`config.mk`:
```
export PLATFORM = sky130hd
export DESIGN_NAME = servo_pwm_decoder
export DESIGN_NICKNAME = d
export VERILOG_FILES = /design/src/rtl/servo_pwm_decoder.sv
export SDC_FILE = /design/constraint.sdc
export NUM_CORES = 1
export LEC_CHECK = 0
export ABC_CLOCK_PERIOD_IN_PS = 6950
export BUFFER_PORTS_ARGS = -buffer_cell sky130_fd_sc_hd__clkbuf_2
export CORE_MARGIN = 2
export CORE_UTILIZATION = 56
export CTS_CLUSTER_DIAMETER = 40
export DETAILED_ROUTE_END_ITERATION = 6
export MAX_ROUTING_LAYER = met4
export PLACE_DENSITY = 0.83
export SYNTH_ARGS = -nofsm -noshare
export SYNTH_HDL_FRONTEND = slang
export SYNTH_SLANG_ARGS = --single-unit
export TNS_END_PERCENT = 5
```
`constraint.sdc`:
```
create_clock -name clk -period 6.95 [get_ports clk]
set_clock_uncertainty 0.2 [all_clocks]
set_input_delay 0.3475 -clock clk [delete_from_list [all_inputs] [get_ports clk]]
set_output_delay 0.3475 -clock clk [all_outputs]
set_load 0.01 [all_outputs]
```
`src/rtl/servo_pwm_decoder.sv`:
```
// servo_pwm_decoder: measures the high time of a hobby-servo PWM input and
// recovers the 8-bit angle code (1 ms -> 0, 2 ms -> 255, floor rounding).
// Also flags out-of-range pulses and loss of signal.
// Optional glitch filter: define SERVO_DEC_FILTER_EN to enable it.
module servo_pwm_decoder #(
  parameter int unsigned freq       = 50_000_000,
  parameter int unsigned TIMEOUT_MS = 25,
  parameter int unsigned FILTER_LEN = 4
) (
  input  logic       clk,
  input  logic       rst_n,
  input  logic       pwm_in,
  output logic [7:0] angle,
  output logic       angle_valid,
  output logic       pulse_err,
  output logic       signal_lost
);

  localparam logic [31:0] C1       = 32'(freq / 1000);
  localparam logic [31:0] CMIN     = C1 >> 1;
  localparam logic [31:0] CMAX     = (C1 * 32'd5) >> 1;
  localparam logic [31:0] TO_LIM   = 32'(TIMEOUT_MS) * C1;
  localparam logic [31:0] ALL_ONES = '1;

  typedef enum logic [2:0] {
    WAIT_LOW,
    WAIT_RISE,
    MEASURE,
    CHECK,
    DIVIDE
  } state_e;

  logic        sync1_q, sync2_q, prev_q;
  logic        level, rise, fall;
  logic [31:0] widthCnt_q, timeoutCnt_q;
  logic [31:0] excess, shiftedDiv;

  state_e      state_q, state_d;
  logic [31:0] width_q, width_d;
  logic [31:0] rem_q, rem_d;
  logic [7:0]  quo_q, quo_d;
  logic [2:0]  bit_q, bit_d;
  logic [7:0]  angle_q, angle_d;
  logic        valid_q, valid_d;
  logic        err_q, err_d;
  logic        lost_q, lost_d;

  // Two-flop synchronizer; resets high so a pulse already present at reset
  // release never looks like a fresh rising edge.
  always_ff @(posedge clk or negedge rst_n) begin
    if (!rst_n) begin
      sync1_q <= 1'b1;
      sync2_q <= 1'b1;
    end else begin
      sync1_q <= pwm_in;
      sync2_q <= sync1_q;
    end
  end

`ifdef SERVO_DEC_FILTER_EN
  localparam int unsigned FCW = $clog2(FILTER_LEN + 1);
  logic           filt_q;
  logic [FCW-1:0] filtCnt_q;

  // Glitch filter: follow the synced level only after it has disagreed with
  // the filtered level for FILTER_LEN consecutive cycles.
  always_ff @(posedge clk or negedge rst_n) begin
    if (!rst_n) begin
      filt_q    <= 1'b1;
      filtCnt_q <= '0;
    end else if (sync2_q == filt_q) begin
      filtCnt_q <= '0;
    end else if (filtCnt_q == FCW'(FILTER_LEN - 1)) begin
      filt_q    <= sync2_q;
      filtCnt_q <= '0;
    end else begin
      filtCnt_q <= filtCnt_q + 1'b1;
    end
  end

  assign level = filt_q;
`else
  assign level = sync2_q;
`endif

  // Delayed copy of the clean level for edge detection.
  always_ff @(posedge clk or negedge rst_n) begin
    if (!rst_n) prev_q <= 1'b1;
    else        prev_q <= level;
  end

  assign rise = level & ~prev_q;
  assign fall = ~level & prev_q;

  // High-time counter: restarts at 1 on a rise, counts high cycles, saturates.
  always_ff @(posedge clk or negedge rst_n) begin
    if (!rst_n)                               widthCnt_q <= '0;
    else if (rise)                            widthCnt_q <= 32'd1;
    else if (level && widthCnt_q != ALL_ONES) widthCnt_q <= widthCnt_q + 32'd1;
  end

  // Cycles since the last rising edge, saturating; drives signal-lost.
  always_ff @(posedge clk or negedge rst_n) begin
    if (!rst_n)                         timeoutCnt_q <= '0;
    else if (rise)                      timeoutCnt_q <= '0;
    else if (timeoutCnt_q != ALL_ONES)  timeoutCnt_q <= timeoutCnt_q + 32'd1;
  end

  // Part of the width above 1 ms, clamped to 1 ms; the divisor for the
  // current quotient bit is C1 shifted to that bit position.
  assign excess     = (width_q <= C1) ? 32'd0
                    : ((width_q - C1 > C1) ? C1 : width_q - C1);
  assign shiftedDiv = C1 << bit_q;

  // Decoder state and result registers.
  always_ff @(posedge clk or negedge rst_n) begin
    if (!rst_n) begin
      state_q <= WAIT_LOW;
      width_q <= '0;
      rem_q   <= '0;
      quo_q   <= '0;
      bit_q   <= '0;
      angle_q <= '0;
      valid_q <= 1'b0;
      err_q   <= 1'b0;
      lost_q  <= 1'b1;
    end else begin
      state_q <= state_d;
      width_q <= width_d;
      rem_q   <= rem_d;
      quo_q   <= quo_d;
      bit_q   <= bit_d;
      angle_q <= angle_d;
      valid_q <= valid_d;
      err_q   <= err_d;
      lost_q  <= lost_d;
    end
  end

  // Measure, range-check, then divide (excess*255)/C1 one bit per cycle.
  always_comb begin
    state_d = state_q;
    width_d = width_q;
    rem_d   = rem_q;
    quo_d   = quo_q;
    bit_d   = bit_q;
    angle_d = angle_q;
    valid_d = 1'b0;
    err_d   = 1'b0;
    lost_d  = lost_q;

    if (timeoutCnt_q == TO_LIM) lost_d = 1'b1;

    case (state_q)
      WAIT_LOW: begin
        if (!level) state_d = WAIT_RISE;
      end
      WAIT_RISE: begin
        if (rise) state_d = MEASURE;
      end
      MEASURE: begin
        if (fall) begin
          width_d = widthCnt_q;
          state_d = CHECK;
        end else if (level && widthCnt_q >= CMAX + 32'd1) begin
          err_d   = 1'b1;
          state_d = WAIT_LOW;
        end
      end
      CHECK: begin
        if (width_q < CMIN) begin
          err_d   = 1'b1;
          state_d = WAIT_LOW;
        end else begin
          rem_d   = excess * 32'd255;
          quo_d   = '0;
          bit_d   = 3'd7;
          state_d = DIVIDE;
        end
      end
      DIVIDE: begin
        if (rem_q >= shiftedDiv) begin
          rem_d = rem_q - shiftedDiv;
          quo_d = quo_q | (8'd1 << bit_q);
        end
        if (bit_q == 3'd0) begin
          angle_d = quo_d;
          valid_d = 1'b1;
          lost_d  = 1'b0;
          state_d = WAIT_LOW;
        end else begin
          bit_d = bit_q - 3'd1;
        end
      end
      default: state_d = WAIT_LOW;
    endcase
  end

  assign angle       = angle_q;
  assign angle_valid = valid_q;
  assign pulse_err   = err_q;
  assign signal_lost = lost_q;

endmodule

```
Word level (Yosys, flattened, before mapping):

Index checks and enable logic that the tools add are counted.

* flip-flop bits (word level): 156
* logic and storage cells: 90
* bits of input ports: 3

* multipliers: 1
* mux-type cells: 31
* reduce and logical (&&, ||, !) cells: 13
* bitwise operators: 5
* order comparisons: 5
* eq/ne operators: 14
* add/sub/neg operators: 5
* shift operators: 2

Operator list (count)
* 32-bit two-way mux: 8
* 32-bit by 1-bit adder with 32-bit output (second input constant): 2
* 32-bit != test (second input constant): 2
* 32-bit case mux with 2 select lines: 1
* 32-bit by 21-bit == test with 1-bit output (second input constant): 1
* 32-bit by 17-bit >= comparator with 1-bit output (second input constant): 1
* 32-bit >= comparator: 1
* 32-bit by 16-bit > comparator with 1-bit output (second input constant): 1
* 32-bit by 16-bit <= comparator with 1-bit output (second input constant): 1
* 32-bit by 15-bit less-than comparator with 1-bit output (second input constant): 1
* 32-bit by 8-bit multiplier with 32-bit output (second input constant): 1
* 16-bit by 3-bit << shifter with 32-bit output (first input constant): 1
* 32-bit by 16-bit subtractor with 32-bit output (second input constant): 1
* 32-bit subtractor: 1
* 3-bit two-way mux: 8
* 8-bit two-way mux: 2
* 8-bit case mux with 2 select lines: 1
* 3-bit case mux with 5 select lines: 1
* 2-bit != test (second input constant): 6
* 1-bit two-way mux: 8
* 8-bit bitwise OR: 1
* 1-bit by 3-bit << shifter with 8-bit output (first input constant): 1
* 3-bit by 2-bit == test with 1-bit output (second input constant): 2
* 3-bit logical NOT: 2
* other kinds (13): 21

Longest topological paths before layout:

* depth in word-level cells: 7
* gate-level depth with buffers: 28

Least setup slack after synthesis:

OpenSTA, ideal clock, no wires.

* kind: register to register
* start: reg width_q[4]
* end: reg rem_q[25]
* library setup time: 0.122 ns
* cell stages (with the launch flop): 24
* data required time: 6.628 ns
* arrival time: 6.753 ns
* path slack: -0.124 ns
* cells stage by stage: dfrtp_1 > inv_1 > ha_1 > nand2b_2 > a21o_1 > or4_1 > o211ai_1 > a32o_2 > nand4b_4 > nor4_1 > fa_1 > fa_1 > fa_1 > inv_1 > fa_1 > inv_1 > ha_1 > a21o_1 > a21o_1 > a211oi_1 > nand2_1 > a31oi_1 > mux2i_1 > a32o_1

* cells in the longest elaborated chain, start to end: 7

RTL lines
* from (decl): RTL line 39 `logic [31:0] width_q, width_d;`
* from (signal assigned): RTL line 129 `width_q <= width_d;`
* 32-bit by 16-bit subtractor with 32-bit output: RTL line 112 `: ((width_q - C1 > C1) ? C1 : width_q - C1);`
* 32-bit by 16-bit > comparator with 1-bit output: RTL line 112
* 32-bit two-way mux: RTL line 112
* 32-bit two-way mux: RTL line 111 `assign excess = (width_q <= C1) ? 32'd0`
* 32-bit by 8-bit multiplier with 32-bit output: RTL line 175 `rem_d = excess * 32'd255;`
* 32-bit two-way mux: RTL line 171 `if (width_q < CMIN) begin`
* 32-bit case mux with 2 select lines: RTL line 154 `case (state_q)`
* to (signal assigned): RTL line 130 `rem_q <= rem_d;`
* to (decl): RTL line 40 `logic [31:0] rem_q, rem_d;`

Several ways; a longest one is shown, not always the timed one. The select of a mux whose other input is x is not followed.
A chain may end at the register's enable or synchronous reset.

Final worst setup path:

* start: reg width_q[5]
* end: reg rem_q[24]

The elaborated chain is that of the path after synthesis.

==> out/summary.txt <==
status -> finished with violations
violations in the final reports -> negative setup slack
final worst slack -> -165 ps
IO Port Bufs -> 13
initial antenna violation count -> 1
WL final -> 34800 um
Reg2Reg Depth -> 27
most common cell in the netlist -> inv_1
GRT Total Usage -> 0.275
Final Hold Vio Count -> 0
router iterations before antenna repair -> 6
Comb power frac -> 0.398
Placement Setup Slack -> -362 ps
Initial DRC Count -> 1005
Final nets -> 1908
die width -> 162 um
clk root buf -> clkbuf_16
Clk Latency, worst-skew pair -> 440 ps
top post-synthesis cells by area -> dfrtp_1 27%, fa_1 18%, ha_1 7.3%
Avg Cell Area, Syn -> 9.02 sq um
worst-margin pin slew -> 937 ps
CTS HTree Levels -> 4
fmax -> 141 MHz
P&R area growth vs syn -> 16.0%
die height -> 162 um
# setup viols final -> 8
CTS max path bufs -> 2
Hold Path Depth -> 0
routed length per instance -> 17.1 um
post-layout instance area -> 16300 sq um
critical hold path startpoint -> sync1_q
# DRC -> 0
Syn Inst Count -> 1556
fraction of layout cells with a size suffix above 1 -> 0.149
Post-DP HPWL -> 24100 um
crit path kind -> flop to flop
Final Max Tran Viols -> 0
number of synthesis warnings -> 0
Startpoint Class -> flop
post-synthesis register bit count -> 156
core area -> 24500 sq um
largest net degree at the start of global routing -> 95
Arr. time, crit path -> 7230 ps
Seq/Total Area, Yosys -> 0.279
routability cong. -> 0.905
WHS Endpoint -> level
Critical Path RT -> 7070 ps
Post-DRT Antenna Nets -> 0
RSZ-0062 raised after global routing -> true
ys async rst share -> 1.00
Leakage -> 7.69 nW
DP Area -> 15100 sq um
clock network power share -> 0.296
Flop pwr share -> 0.306
setup_tns -> -695 ps
Final Cycle Share -> 1.02
R2R setup slack -> -160 ps
pwr dens -> 195 nW/um^2
CP Capture Type -> flop
main flop type after synthesis -> dfrtp_1
internal power -> 1.97 mW
peak supply drop -> 269 uV
Distinct cells, synth -> 81
Switching Share -> 0.378
CP max stage delay -> 580 ps
Via-to-Cell Ratio -> 5.82
Starting Density -> 0.574
Critical Path Fanout Max -> 7
vias in the first global route -> 12000
max-cap viol count -> 0
Switching Power -> 1.20 mW
slowest cell on the critical path -> fa_1
top cell type's share of synthesized area -> 0.271
Relative slew margins -> 0.373
clock slew at reported path FFs -> 70 ps
Final min period -> 7110 ps
row cnt -> 57
FF-to-FF End -> rem_q[24]
Die Area -> 26300 sq um
Post-synth EDFFs -> 0
first-pass GRT wire length -> 56900 um
Hold Path Class -> flop to flop
top cell type by total area after synthesis -> dfrtp_1
CTS tree -> built
CTS buffer count -> 17
top cells by count, synth -> 226 x inv_1, 152 x dfrtp_1, 143 x nand2_1, 136 x nor2_1, 126 x fa_1
R2R Path Start -> width_q[5]
Num Clock Sinks -> 156
GRT overflow -> 0
Power Total -> 3.17 mW
Mapped Area -> 14000 sq um
boundary pin count -> 14
via count -> 11900
-- registers in the layout, summed over array words and instances, names as in the netlist --
signal,count
rem_q,32
timeoutCnt_q,32
widthCnt_q,32
width_q,32
angle,8
quo_q,8
bit_q,3
state_q,3
angle_valid,1
level,1
prev_q,1
pulse_err,1
signal_lost,1
sync1_q,1
-- metal layers --
layer	vias to the layer above	track usage	part of all wire
met5	-	-	0
met4	0	0.0893	0.035
met3	113	0.0370	0.055
met2	483	0.464	0.51
met1	5843	0.345	0.40
li1	5414	-	-
-- kinds of logic after synthesis --
group,after synthesis,synth area share
flops,156,0.279
other cells,2,0.000535
compound gates,283,0.127
fa+ha+maj,208,0.253
xor+xnor,104,0.0654
buf+inv,268,0.0726
simple gates,503,0.178
mux,32,0.0253
-- repair_timing --
item	CTS	global route
endpoints found under the hold margin	92	0
cloned	1	0
buffers inserted	7	13
pin swaps	15	52
endpoints found under the setup margin	11	13
gates resized for setup	33	58
hold buffers	2	0
-- area by class of cell --
class | instances | area, sq um
timing repair buffer | 100 | 744
tap | 324 | 405
sequential | 156 | 3910
inverter | 227 | 852
clock inverter | 12 | 129
clock buffer | 20 | 447
antenna | 1 | 2.50
multi-input combinational | 1195 | 9800
fill | 1739 | 8180
-- power by group through the flow --
stage	sequential, mW	combinational (mW)	clock [mW]
2_1_floorplan	0.974	0.919	0
3_3_place_gp	0.985	1.03	0
3_5_place_dp	0.986	1.04	0
4_1_cts	0.969	1.07	0.948
5_1_grt	0.974	1.41	0.983
6_report	0.971	1.26	0.940
-- how the worst max path moves through the flow --
stage                          start   endpoint  slack, ps  cells after the start
after CTS                 width_q[4]  rem_q[23]          2                     28
after global routing      width_q[4]  rem_q[22]       -310                     26
after global placement    width_q[4]  rem_q[22]       -160                     27
after detailed placement  width_q[4]  rem_q[25]       -360                     25
final                     width_q[5]  rem_q[24]       -160                     27
after floorplan           width_q[4]  rem_q[16]        -80                     28
-- layout by cell type (no fill, tap or decap), types with 12 or more instances in the layout --
cell and instances:
buf_4 81, ha_1 72, nor2_1 133, xor2_1 40, mux2_2 28, nand2_1 139, or3_1 17, nand4_1 17
dfrtp_1 152, a21oi_1 82, nor4_1 14, inv_1 220, xnor2_1 61, clkbuf_16 17, clkbuf_2 12, fa_1 121
a31oi_1 24, nor3_1 30, nand2b_1 12, conb_1 65, nor2b_1 13, o21ai_0 57, nand3_1 39, a21o_1 21
and3_1 20
-- metrics by stage --
stage                util  hold slack [ps]  std cells
global placement    0.617              145       1979
finish              0.666              166       2035
detailed placement  0.617              149       1979
global route        0.666              173       2035
floorplan               -             -148       1619
CTS                 0.650              169       2021
-- critical path, delay by kind of cell, from the launching register on --
family	cells	cell delay [ps]
buf+inv	7	810
compound gates	6	1020
fa+ha+maj	5	2510
flops	1	400
xor+xnor	2	670
simple gates	7	1390
No activity file was read; power rests on OpenSTA's default activity.
